File: src/rtl/alu_serial.sv
// Digit-serial ALU: SLICE bits per RUN cycle, WIDTH/SLICE cycles per op.
// Valid/ready request port in, valid/ready result port out, one op in flight.
module alu_serial #(
    parameter int WIDTH = 32,
    parameter int SLICE = 4
) (
    input  logic             clk,
    input  logic             reset,
    input  logic             in_valid,
    output logic             in_ready,
    input  logic [2:0]       command,
    input  logic [WIDTH-1:0] operandA,
    input  logic [WIDTH-1:0] operandB,
    output logic             out_valid,
    input  logic             out_ready,
    output logic [WIDTH-1:0] result,
    output logic             carryout,
    output logic             zero,
    output logic             overflow
);
    localparam int N  = WIDTH / SLICE;
    localparam int CW = (N > 1) ? $clog2(N) : 1;

    localparam logic [2:0] C_ADD  = 3'd0;
    localparam logic [2:0] C_SUB  = 3'd1;
    localparam logic [2:0] C_XOR  = 3'd2;
    localparam logic [2:0] C_SLT  = 3'd3;
    localparam logic [2:0] C_AND  = 3'd4;
    localparam logic [2:0] C_NAND = 3'd5;
    localparam logic [2:0] C_NOR  = 3'd6;
    localparam logic [2:0] C_OR   = 3'd7;

    typedef enum logic [1:0] {IDLE, RUN, DONE} state_t;

    state_t           state_q, state_d;
    logic [2:0]       cmd_q, cmd_d;
    logic [WIDTH-1:0] a_q, a_d, b_q, b_d;
    logic [WIDTH-1:0] acc_q, acc_d;
    logic [WIDTH-1:0] result_q, result_d;
    logic [CW-1:0]    cnt_q, cnt_d;
    logic             carry_q, carry_d;
    logic             carryout_q, carryout_d;
    logic             zero_q, zero_d;
    logic             overflow_q, overflow_d;

    logic             accept, last, is_sub, slice_ovf, less;
    logic [SLICE-1:0] a_s, b_s, b_eff, slice_res;
    logic [SLICE:0]   sum;
    logic [WIDTH-1:0] fin;

    assign accept = in_valid && (state_q == IDLE);
    assign last   = (cnt_q == CW'(N - 1));

    // FSM: state register
    always_ff @(posedge clk or posedge reset) begin
        if (reset) state_q <= IDLE;
        else       state_q <= state_d;
    end

    // FSM: next state
    always_comb begin
        state_d = state_q;
        case (state_q)
            IDLE:    if (in_valid)  state_d = RUN;
            RUN:     if (last)      state_d = DONE;
            DONE:    if (out_ready) state_d = IDLE;
            default:                state_d = IDLE;
        endcase
    end

    // FSM: outputs
    always_comb begin
        in_ready  = (state_q == IDLE);
        out_valid = (state_q == DONE);
    end

    // One slice of the adder / logic unit, selected by the slice counter
    always_comb begin
        a_s    = a_q[int'(cnt_q) * SLICE +: SLICE];
        b_s    = b_q[int'(cnt_q) * SLICE +: SLICE];
        is_sub = (cmd_q == C_SUB) || (cmd_q == C_SLT);
        b_eff  = is_sub ? ~b_s : b_s;
        sum    = {1'b0, a_s} + {1'b0, b_eff} + {{SLICE{1'b0}}, carry_q};
        case (cmd_q)
            C_XOR:   slice_res = a_s ^ b_s;
            C_AND:   slice_res = a_s & b_s;
            C_NAND:  slice_res = ~(a_s & b_s);
            C_NOR:   slice_res = ~(a_s | b_s);
            C_OR:    slice_res = a_s | b_s;
            default: slice_res = sum[SLICE-1:0];
        endcase
        // Equal operand signs with a differing sum sign == carry-in XOR carry-out at the MSB.
        slice_ovf = (a_s[SLICE-1] == b_eff[SLICE-1]) && (sum[SLICE-1] != a_s[SLICE-1]);
        less      = sum[SLICE-1] ^ slice_ovf;
    end

    always_comb begin
        cmd_d      = cmd_q;
        a_d        = a_q;
        b_d        = b_q;
        acc_d      = acc_q;
        cnt_d      = cnt_q;
        carry_d    = carry_q;
        result_d   = result_q;
        carryout_d = carryout_q;
        zero_d     = zero_q;
        overflow_d = overflow_q;
        fin        = acc_q;
        if (accept) begin
            cmd_d   = command;
            a_d     = operandA;
            b_d     = operandB;
            acc_d   = '0;
            cnt_d   = '0;
            carry_d = (command == C_SUB) || (command == C_SLT);
        end else if (state_q == RUN) begin
            fin[int'(cnt_q) * SLICE +: SLICE] = slice_res;
            acc_d   = fin;
            carry_d = sum[SLICE];
            cnt_d   = last ? '0 : cnt_q + CW'(1);
            if (last) begin
                carryout_d = 1'b0;
                overflow_d = 1'b0;
                if (cmd_q == C_ADD || cmd_q == C_SUB) begin
                    carryout_d = sum[SLICE];
                    overflow_d = slice_ovf;
                end else if (cmd_q == C_SLT) begin
                    fin    = '0;
                    fin[0] = less;
                end
                result_d = fin;
                zero_d   = ~|fin;
            end
        end
    end

    always_ff @(posedge clk or posedge reset) begin
        if (reset) begin
            cmd_q      <= '0;
            a_q        <= '0;
            b_q        <= '0;
            acc_q      <= '0;
            cnt_q      <= '0;
            carry_q    <= 1'b0;
            result_q   <= '0;
            carryout_q <= 1'b0;
            zero_q     <= 1'b0;
            overflow_q <= 1'b0;
        end else begin
            cmd_q      <= cmd_d;
            a_q        <= a_d;
            b_q        <= b_d;
            acc_q      <= acc_d;
            cnt_q      <= cnt_d;
            carry_q    <= carry_d;
            result_q   <= result_d;
            carryout_q <= carryout_d;
            zero_q     <= zero_d;
            overflow_q <= overflow_d;
        end
    end

    assign result   = result_q;
    assign carryout = carryout_q;
    assign zero     = zero_q;
    assign overflow = overflow_q;
endmodule

File: config.mk
export PLATFORM = sky130hd
export DESIGN_NAME = alu_serial
export DESIGN_NICKNAME = d
export VERILOG_FILES = /design/src/rtl/alu_serial.sv
export SDC_FILE = /design/constraint.sdc
export NUM_CORES = 1
export LEC_CHECK = 0
export ABC_AREA = 1
export CAP_MARGIN = 20
export CORE_MARGIN = 5
export CORE_UTILIZATION = 45
export DETAILED_ROUTE_END_ITERATION = 8
export HOLD_SLACK_MARGIN = 0.05
export PLACE_DENSITY = 0.65
export SLEW_MARGIN = 20
export SYNTH_ARGS = -nofsm -noshare
export SYNTH_HDL_FRONTEND = slang
export SYNTH_SLANG_ARGS = --single-unit
File: constraint.sdc
create_clock -name clk -period 5.6 [get_ports clk]
set_clock_uncertainty 0.2 [all_clocks]
set_input_delay 0.56 -clock clk [delete_from_list [all_inputs] [get_ports clk]]
set_output_delay 0.56 -clock clk [all_outputs]
set_load 0.02 [all_outputs]
==> metrics <==
max layer used=met4; grt ovf=0; share of layout cells above drive strength 1=4.610%; CP max FO=24; Seq cells post-synth=140; Max Fclk=between 200 and 250 MHz; clock-pin slew on the worst setup and hold paths=0.06 ns; Register Area=0.003503 mm^2; antenna cell count=0; chip width=between 100 and 150 um; vias in the first global route=6178; Root Buffer=clkbuf_16; Worst EP arrival=4.56 ns; worst setup margin=1.202 ns; Die Height=136.9 um; area grow syn2layout=24.00%; Core Rows=46; Seq/Total Area, Yosys=approximately 48%; Hold Crit Start=b_q[6]$_DFFE_PP0P_; DRT iter0 DRCs=524; pre-CTS WS=1.197 ns; hold buffers post-CTS=0; CTS resizes=0; Synth warnings=0; ys flop type=dfrtp_1; post-detailed-route count of antenna-violating nets=0; switching power=0.002821 W; # fillers=between 1500 and 2000; worst hold-check slack=0.2733 ns; I/O pin count=108; first-pass detailed-route iteration total=5; Worst-Margin Slew=0.9477 ns; syn avg cell area=7.565 um^2; TritonCTS clock tree=done; Reg power frac=28.5%; Num CTS Buffers=17; flop2flop setup slack=1.20 ns; clock network power share=16.9%; Final setup viols=0; post-CTS setup buffer count=0; synth unique cells=33; Setup CP Type=reg2reg; H-tree levels=4; initial antenna violation count=0; ys async rst share=100.0%; Final HPWL DP=between 10000 and 15000 um; worst skew pair latency=between 0.4 and 0.5 ns; input/output buffers=107; met3 WL post-DR=1043 um; Setup crit start kind=flip-flop; placed cells=1247; worst rel slew slack=approximately 37%; Final nets=1142; WL met2=8530 um; WHS Endpoint=b_q[6]$_DFFE_PP0P_; Syn Nets=~1100; Setup TNS Final=0 ns; gp weighted congestion=0.8626; largest net degree at the start of global routing=between 100 and 150; worst endpoint required time=5.76 ns; Routed WL per cell=14.49 um; DRC viols=0; maximum vdd ir drop=0.3358 mV; r2r endpoint=zero$_DFFE_PP0P_; static leakage=4.434 nW; worst hold path depth=2; Hold Crit Class=reg2reg; vias=approximately 6400; Pint=0.003187 W; Switching Share=between 40% and 50%; CP Capture Type=flip-flop; vias per inst=~5; number of flops mapped to enable cells by yosys=0; RSZ-0062 raised after global routing=no; core area=0.01583 mm^2; Global Route Usage Sum=between 20% and 30%; first-pass GRT wire length=30840 um; Critical R2R Launch=cnt_q[1]$_DFFE_PP0P_; synthesized instance count=between 900 and 1000; Period minus WS final=4.398 ns; Pwr Density=668.6 mW/mm^2; post-route clock period utilization=78.53%; combinational power share=approximately 55%; Max Buffers Root-to-Sink=2; final hold violation count=0; die area=0.01874 mm^2; Reg2Reg Depth=20; starting density of the core=45.79%; clock sinks=140; M1 WL=8637 um; synthesized area=0.007247 mm^2; max-cap viol count=0; Post-Route WL=roughly 19000 um; area of the multi-input gates=between 0.003 and 0.004 mm^2; Cell Count, Final, Fillers Out=1279; Slew Viols, Final=0; status=completed
[worst max path at each step]
| stage | start | to | slack [ns] |
|---|---|---|---|
| 6_report | cnt_q[1]$_DFFE_PP0P_ | zero$_DFFE_PP0P_ | 1.20 |
| 5_1_grt | cnt_q[1]$_DFFE_PP0P_ | zero$_DFFE_PP0P_ | 0.76 |
| 4_1_cts | cnt_q[1]$_DFFE_PP0P_ | zero$_DFFE_PP0P_ | 1.19 |
| 3_5_place_dp | cnt_q[1]$_DFFE_PP0P_ | zero$_DFFE_PP0P_ | 1.20 |
| 3_3_place_gp | cnt_q[1]$_DFFE_PP0P_ | zero$_DFFE_PP0P_ | 1.23 |
| 2_1_floorplan | reset | a_q[0]$_DFFE_PP0P_ | 1.09 |
[layer usage]
layer	vias up	GRT usage, %
met1	2940	28.79
met2	191	32.45
met4	0	7.206
met3	32	4.559
li1	3261	-
met5	-	0
[critical path, cell delays in order, from the launching register on]
cell and delay, ns:
dfrtp_1 0.67, inv_1 0.50, o21ai_0 0.18, o22ai_1 0.18, inv_1 0.07, o21ai_0 0.43
xnor2_1 0.15, fa_1 0.38, inv_1 0.09, fa_1 0.40, inv_1 0.06, nand2_1 0.13
nand4_1 0.21, nand2_1 0.11, nand3_1 0.12, nand2_1 0.08, nor2_1 0.11, nand2_1 0.06
nor2_1 0.09, nand2_1 0.06, nand2_1 0.05
[cells in the mapped netlist (4+ instances only)]
master      n  area, um^2
buf_2       5       25.02
nand2_1   353        1325
o31ai_1     5       37.54
nand4_1    11       68.82
clkbuf_1   28       105.1
ha_1       19       237.7
nor2_1     63       236.5
a21oi_1    10       50.05
o22ai_1    14       87.58
buf_1       4       15.01
inv_1      90       337.8
dfrtp_1   140        3503
nand3_1    70       350.3
o21ai_0   114       570.6
[layout by cell type (no fill, tap or decap), types with 14 or more instances in the layout]
cell type        count
nand2_1            352
dfrtp_1            140
o21ai_0            114
clkdlybuf4s50_1    107
inv_1               88
nand3_1             70
nor2_1              63
ha_1                19
clkbuf_16           17
o22ai_1             14
[registers in the layout, indices dropped and copies added, names as in the netlist, 2 cells and up]
name / count
result: 32
cmd_q: 3
cnt_q: 3
acc_q: 32
state_q: 2
a_q: 32
b_q: 32
[area by class of cell]
class,instances,area share (%)
clock buffer,23,4.985
clock inverter,9,0.8076
inverter,93,3.940
multi-input combinational,684,35.77
sequential,140,38.99
tap,216,3.008
timing repair buffer,114,12.50
[logic make-up (layout without fill, tap and decap cells)]
| logic type | count (synthesis) | in the layout | synth area share, % |
|---|---|---|---|
| XOR/XNOR | 4 | 4 | 0.4835 |
| AND/OR/NAND/NOR | 508 | 508 | 28.75 |
| buffers and inverters | 134 | 239 | 7.337 |
| AO/OA/AOI/OAI | 151 | 151 | 11.26 |
| adder cells (fa/ha/maj) | 21 | 21 | 3.833 |
| flip-flops | 140 | 140 | 48.34 |
[through the flow]
step,util (%),area (um^2),total power [W]
after floorplan,-,7247,0.004030
after global placement,53.49,8466,0.004955
after detailed placement,53.49,8466,0.004990
after CTS,56.77,8986,0.006029
after global routing,56.77,8986,0.006571
final,56.77,8986,0.006008
[power groups by stage]
stage	sequential (W)	clock (W)	combinational [W]
CTS	0.00171	0.00103	0.00330
global route	0.00176	0.00107	0.00374
floorplan	0.00175	0	0.00228
detailed placement	0.00172	0	0.00327
global placement	0.00172	0	0.00324
finish	0.00171	0.00101	0.00328
No activity file was read; power rests on OpenSTA's default activity.
